`config.mk`:
```
export PLATFORM = sky130hd
export DESIGN_NAME = alu_arbiter
export DESIGN_NICKNAME = d
export VERILOG_FILES = /design/src/rtl/alu_arbiter.sv
export SDC_FILE = /design/constraint.sdc
export NUM_CORES = 1
export LEC_CHECK = 0
export CAP_MARGIN = 0
export CORE_AREA = 2 2 122 124
export CTS_CLUSTER_SIZE = 25
export DETAILED_ROUTE_END_ITERATION = 10
export DIE_AREA = 0 0 124 126
export PLACE_DENSITY = 0.77
export RECOVER_POWER = 100
export SLEW_MARGIN = 25
export SYNTH_ARGS = -nofsm -noshare
export SYNTH_HDL_FRONTEND = slang
export SYNTH_SLANG_ARGS = --single-unit
```
`constraint.sdc`:
```
create_clock -name clk -period 4.6 [get_ports clk]
set_input_delay 0.69 -clock clk [delete_from_list [all_inputs] [get_ports clk]]
set_output_delay 0.69 -clock clk [all_outputs]
set_load 0.005 [all_outputs]
```
`src/rtl/alu_arbiter.sv`:
```
// alu_arbiter: shares one external combinational ALU between two requesters.
// Round-robin arbitration in IDLE. Operands are registered before they drive the
// ALU, and the ALU result is registered before it is returned. Only one operation
// is in flight at a time, and its response goes to the requester that issued it.
//
// Ports:
//   clk, rst_n            clock and asynchronous active-low reset
//   rN_valid/rN_ready     request handshake for requester N (N = 0, 1)
//   rN_dataa/datab/ctr    request operands and ALU control code
//   rN_rsp_valid/ready    response handshake for requester N
//   rN_rsp_result/less/zero  registered ALU outputs (zero on the non-owner port)
//   alu_dataa/datab/ctr   to the ALU, driven from the operand registers
//   alu_result/less/zero  from the ALU
//   busy                  high whenever an operation is in flight
module alu_arbiter #(
  parameter int DATA_W = 32,
  parameter int CTR_W  = 4
) (
  input  logic              clk,
  input  logic              rst_n,
  input  logic              r0_valid,
  output logic              r0_ready,
  input  logic [DATA_W-1:0] r0_dataa,
  input  logic [DATA_W-1:0] r0_datab,
  input  logic [CTR_W-1:0]  r0_ctr,
  output logic              r0_rsp_valid,
  input  logic              r0_rsp_ready,
  output logic [DATA_W-1:0] r0_rsp_result,
  output logic              r0_rsp_less,
  output logic              r0_rsp_zero,
  input  logic              r1_valid,
  output logic              r1_ready,
  input  logic [DATA_W-1:0] r1_dataa,
  input  logic [DATA_W-1:0] r1_datab,
  input  logic [CTR_W-1:0]  r1_ctr,
  output logic              r1_rsp_valid,
  input  logic              r1_rsp_ready,
  output logic [DATA_W-1:0] r1_rsp_result,
  output logic              r1_rsp_less,
  output logic              r1_rsp_zero,
  output logic [DATA_W-1:0] alu_dataa,
  output logic [DATA_W-1:0] alu_datab,
  output logic [CTR_W-1:0]  alu_ctr,
  input  logic [DATA_W-1:0] alu_result,
  input  logic              alu_less,
  input  logic              alu_zero,
  output logic              busy
);

  typedef enum logic [1:0] {IDLE, ISSUE, RESP} state_t;

  state_t            state, state_nxt;
  logic              last_grant;
  logic              owner;
  logic              grant;
  logic              accept;
  logic              owner_rsp_ready;
  logic [DATA_W-1:0] op_a, op_b;
  logic [CTR_W-1:0]  op_ctr;
  logic [DATA_W-1:0] rsp_result;
  logic              rsp_less, rsp_zero;

  // Tie goes to the requester not served last; otherwise whoever is valid.
  always_comb begin
    if (r0_valid && r1_valid) grant = ~last_grant;
    else                      grant = r1_valid;
  end

  assign owner_rsp_ready = owner ? r1_rsp_ready : r0_rsp_ready;

  // State register
  always_ff @(posedge clk or negedge rst_n) begin
    if (!rst_n) state <= IDLE;
    else        state <= state_nxt;
  end

  // Next-state logic
  always_comb begin
    state_nxt = state;
    case (state)
      IDLE:    if (accept) state_nxt = ISSUE;
      ISSUE:   state_nxt = RESP;
      RESP:    if (owner_rsp_ready) state_nxt = IDLE;
      default: state_nxt = IDLE;
    endcase
  end

  // Output logic. Ready is also gated by rst_n so that handshakes are
  // suppressed while reset is held, even when a requester is valid.
  always_comb begin
    r0_ready      = rst_n && (state == IDLE) && r0_valid && !grant;
    r1_ready      = rst_n && (state == IDLE) && r1_valid &&  grant;
    accept        = r0_ready || r1_ready;
    r0_rsp_valid  = (state == RESP) && !owner;
    r1_rsp_valid  = (state == RESP) &&  owner;
    busy          = (state != IDLE);
    r0_rsp_result = owner ? '0 : rsp_result;
    r0_rsp_less   = !owner && rsp_less;
    r0_rsp_zero   = !owner && rsp_zero;
    r1_rsp_result = owner ? rsp_result : '0;
    r1_rsp_less   = owner && rsp_less;
    r1_rsp_zero   = owner && rsp_zero;
  end

  // Operand, ownership and response registers
  always_ff @(posedge clk or negedge rst_n) begin
    if (!rst_n) begin
      last_grant <= 1'b1;
      owner      <= 1'b0;
      op_a       <= '0;
      op_b       <= '0;
      op_ctr     <= '0;
      rsp_result <= '0;
      rsp_less   <= 1'b0;
      rsp_zero   <= 1'b0;
    end else begin
      if (accept) begin
        op_a       <= grant ? r1_dataa : r0_dataa;
        op_b       <= grant ? r1_datab : r0_datab;
        op_ctr     <= grant ? r1_ctr   : r0_ctr;
        owner      <= grant;
        last_grant <= grant;
      end
      if (state == ISSUE) begin
        rsp_result <= alu_result;
        rsp_less   <= alu_less;
        rsp_zero   <= alu_zero;
      end
    end
  end

  assign alu_dataa = op_a;
  assign alu_datab = op_b;
  assign alu_ctr   = op_ctr;

endmodule

```
# Word level (Yosys, flattened, before mapping)
# Cells that the tools add are included.
totals:
  register_bits: 106
  latch_bits: 0
  mem_bits_rw: 0
  mem_bits_ro: 0
  inputBits: 176
  output_inout_bits: 141
  elab_cells: 42
  n_memories: 0
classes:
  add_sub_neg: 0
  n_mul: 0
  div: 0
  n_lt_le_gt_ge: 0
  eq_ne: 4
  shifts: 0
  n_mux: 10
  n_bitwise: 1
  reduce_logical: 18
ops:
  columns: ["op", "n"]
  rows:
  - ["32-bit two-way mux", 4]
  - ["1-bit logical AND", 12]
  - ["2-bit one-hot mux with 3 select lines", 1]
  - ["2-bit two-way mux", 2]
  - ["4-bit two-way mux", 1]
  - ["2-bit inequality test, second input constant", 2]
  - ["2-bit by 1-bit equality test with 1-bit output, second input constant", 1]
  - ["2-bit equality test, second input constant", 1]
  - ["1-bit zero test", 2]
  - ["2-bit zero test", 1]
  - ["1-bit two-way mux", 2]
  - ["2-bit AND reduction", 1]
  - ["2-bit nonzero test", 1]
  - ["1-bit logical OR", 1]
  - ["1-bit NOT", 1]

# Longest topological paths before layout
depth:
  word_depth: 7
  depth_mapped: 6
  mapped_depth_nobuf: 3

# Worst setup path before layout
# OpenSTA, ideal clock, no wires.
synth_path:
  path_type: "input-to-output"
  start: "input port rst_n"
  end: "output port r1_ready"
  t_arrival_ns: 1.305
  t_required_ns: 3.910
  path_slack_ns: 2.605
  path_stages: 4
  cell_sequence: "nor3b_2 -> nand3_1 -> buf_2 -> inv_1"
synth_via:
  elab_chain_len: 3
synth_rtl:
  columns: ["element", "line", "rtl"]
  rows:
  - ["start, declared", "20", "input logic rst_n,"]
  - ["1-bit logical AND (3 in a row)", "92", "r1_ready = rst_n && (state == IDLE) && r1_valid && grant;"]
  - ["end, declared", "32", "output logic r1_ready,"]
# No other way between the ends.

# Worst setup path after layout
layout_path:
  start: "register owner"
  end: "output port r1_rsp_valid"
layout_via:
  elab_chain_len: 1
layout_rtl:
  columns: ["element", "line", "rtl"]
  rows:
  - ["start, declared", "54", "logic owner;"]
  - ["start signal, assigned", "121", "owner <= grant;"]
  - ["1-bit logical AND", "95", "r1_rsp_valid = (state == RESP) && owner;"]
  - ["end, declared", "36", "output logic r1_rsp_valid,"]
# No other way between the ends.

==> results.yml <==
status:
  status: "finished, violations left"
  violations: "max-capacitance violations, max-slew violations"
worst_setup_path:
  worstSetupPathType: "flip-flop to primary output"
  cp-end-kind: "primary output"
  cp-start-kind: "flip-flop"
  crit_path_max_fanout: 72
  required_ns: 3.91
  critPathArrivalTime_ns: 2.82
floorplanning:
  die_h_um: 126
  num_rows: 44
  die-width_um: 124
  start_util: 0.3493
  die_area_um2: 15620
  core_um2: 14310
  io_pins: 317
clock_tree:
  root_buffer: "clkbuf_16"
  numCtsBuffers: 9
  path_clk_slew_ns: 0.07
  htree_levels: 3
  cts_buffer_depth: 2
  postCtsSetupBuffers: 0
  clock_latency_ns: 0.35
  cts_tree: "built"
  holdBufCountCts: 0
  cts_resized: 0
  cts_sinks: 106
drt:
  drtIter0Drc: 218
  drcViolationCount: 0
  wl_um: 16340
  vias: 4450
  vias_per_cell: 5.034
  first_pass_iters: 4
  wl_per_cell_um: 18.49
  postRouteAntennaNets: 0
sta:
  tightest_slew_ns: 2.501
  report.final.slew_viol_count: 256
  rsz0062_at_grt: "no"
  finalCritPeriodShare: 0.7637
  setup_violations: 0
  slew_headroom: -0.6676
  fmax_mhz: 284.7
  fin_setup_tns_ns: 0
  fin_crit_ns: 3.513
  finalHoldViolCount: 0
  clock_skew_ns: 0.005694
yosys:
  syn-cell-area_um2: 5000
  synth_fp_nets: 580
  avgSynthCellArea_um2: 12.38
  synth_seq_cells: 106
  synth_cell_types: 24
  ys_seq_area_frac: 0.5308
  synth_cells: 404
  yosysWarnings: 0
global_route:
  grt_pass1_vias: 4620
  track_usage: 0.2069
  grt_max_degree: 73
  antenna_found_initial: 0
  grt_pass1_wl_um: 24660
  grt.overflow.total: 0
power_and_ir_drop:
  intPower_mw: 3.397
  swShare: 0.3058
  p_sw_mw: 1.497
  p_comb_frac: 0.482
  power.share.sequential: 0.365
  peakVddDrop_mv: 0.2291
  power_frac_clock: 0.153
  p_per_area_nw_per_um2: 574.8
  cellLeakagePower_nw: 3.263
  power.total_mw: 4.894
cells_and_area:
  drive_gt1_frac: 0.1914
  layout.nets: 871
  area_delta_synth_final_pct: 70.27
  num-fill-cells: 1160
  n_antenna_cell: 0
worst_hold_path:
  min_path_type: "primary input to asynchronous set/reset pin"
place:
  io_buffers: 316
  dp_hpwl_um: 11970
  gp_congestion: 0.8583
job:
  maxCapViolations: 4
## cell usage after synthesis (all sizes together)
master   instances  share of area
buf             25          0.028
dfstp            1         0.0053
and2            34          0.043
a22o             1         0.0020
o21a             1         0.0015
or2              1         0.0013
and2b            1         0.0018
o21bai           1         0.0015
nor2             3         0.0023
nand4bb          1         0.0055
dfrtp          105           0.53
or3             68          0.087
mux2            35          0.079
nand2            3         0.0023
inv              2         0.0015
nor3b            1         0.0025
nor2b           35          0.044
o221a           68           0.15
nand3            1         0.0010
or2b             1         0.0015
clkbuf          16          0.012
## kinds of logic (layout without fill, tap and decap cells)
group | after synthesis | count (layout) | share of synthesized area
AO/OA/AOI/OAI | 71 | 71 | 0.1582
buffers and inverters | 43 | 339 | 0.04129
flip-flops | 106 | 106 | 0.5308
multiplexers | 35 | 35 | 0.07883
AND/OR/NAND/NOR | 149 | 149 | 0.1909
## state kept, by name, indices dropped and copies added (netlist names)
register	count
alu_dataa	32
alu_datab	32
rsp_result	32
alu_ctr	4
state	2
last_grant	1
owner	1
rsp_less	1
rsp_zero	1
## final timing paths
check                                from              to  slack (ns)  depth (start not counted)
min                                 rst_n        state[1]        0.35                          1
max                                 owner    r1_rsp_valid        1.09                          3
min in group clk           rsp_result[19]  rsp_result[19]        0.52                          1
max in group asynchronous           rst_n   alu_datab[11]        2.32                          2
min reg2reg                rsp_result[19]  rsp_result[19]        0.52                          1
max reg2reg                    last_grant   alu_datab[25]        1.68                          4
## metal layers
| layer | vias to the layer above | global-route usage | share of wire |
|---|---|---|---|
| met1 | 2134 | 0.2374 | 0.39 |
| met4 | 0 | 0.07006 | 0.022 |
| li1 | 2085 | - | - |
| met2 | 207 | 0.3604 | 0.50 |
| met3 | 24 | 0.06658 | 0.092 |
| met5 | - | 0 | 0 |
## critical path, cell delays in order (launching register included)
cell	delay, ns
dfrtp_1	1.57
inv_1	0.11
nor2_1	0.17
dlygate4sd3_1	0.61
## cells in the final DEF (no fill, tap or decap), types with 2 or more instances in the layout
cell type | synthesis | routed
and2_0 | 0 | 20
and2_1 | 34 | 14
buf_4 | 0 | 4
clkbuf_16 | 0 | 9
clkbuf_8 | 0 | 3
clkdlybuf4s50_1 | 0 | 194
clkinv_2 | 0 | 2
clkinvlp_4 | 0 | 2
dfrtp_1 | 105 | 105
dlygate4sd3_1 | 0 | 121
inv_1 | 2 | 2
mux2_2 | 35 | 34
nand2_1 | 3 | 3
nor2_1 | 3 | 3
nor2b_1 | 35 | 35
o221a_2 | 68 | 68
or3_1 | 62 | 62
or3_2 | 6 | 6
## metrics by stage
stage | cells | hold WS, ns | utilization | setup slack (ns) | instance area (µm²)
after floorplan | 404 | 0.3944 | - | 2.605 | 5000
after global placement | 868 | 0.4983 | 0.5760 | 1.597 | 8244
after detailed placement | 868 | 0.5084 | 0.5760 | 1.500 | 8244
after CTS | 884 | 0.3588 | 0.5963 | 1.613 | 8536
after global routing | 884 | 0.3823 | 0.5948 | 0.8188 | 8513
final | 884 | 0.3465 | 0.5948 | 1.087 | 8513
## power groups by stage
stage / Clock, mW / Sequential, mW / Combinational [mW]
after detailed placement: 0 / 1.81 / 2.62
final: 0.748 / 1.79 / 2.36
after floorplan: 0 / 1.68 / 1.08
after global placement: 0 / 1.80 / 2.57
after CTS: 0.766 / 1.81 / 2.62
after global routing: 0.806 / 1.86 / 2.58
## area by class of cell
type	instances	area (µm²)	share of cell area
clock buffers	12	266.5	0.03131
multi-input cells	255	2138	0.2512
repair buffers	321	3192	0.3749
flip-flops and latches	106	2654	0.3117
inverters	2	7.507	0.0008818
clock inverters	4	25.02	0.002939
well taps	184	230.2	0.02704
Power figures use the tool's default switching activity.
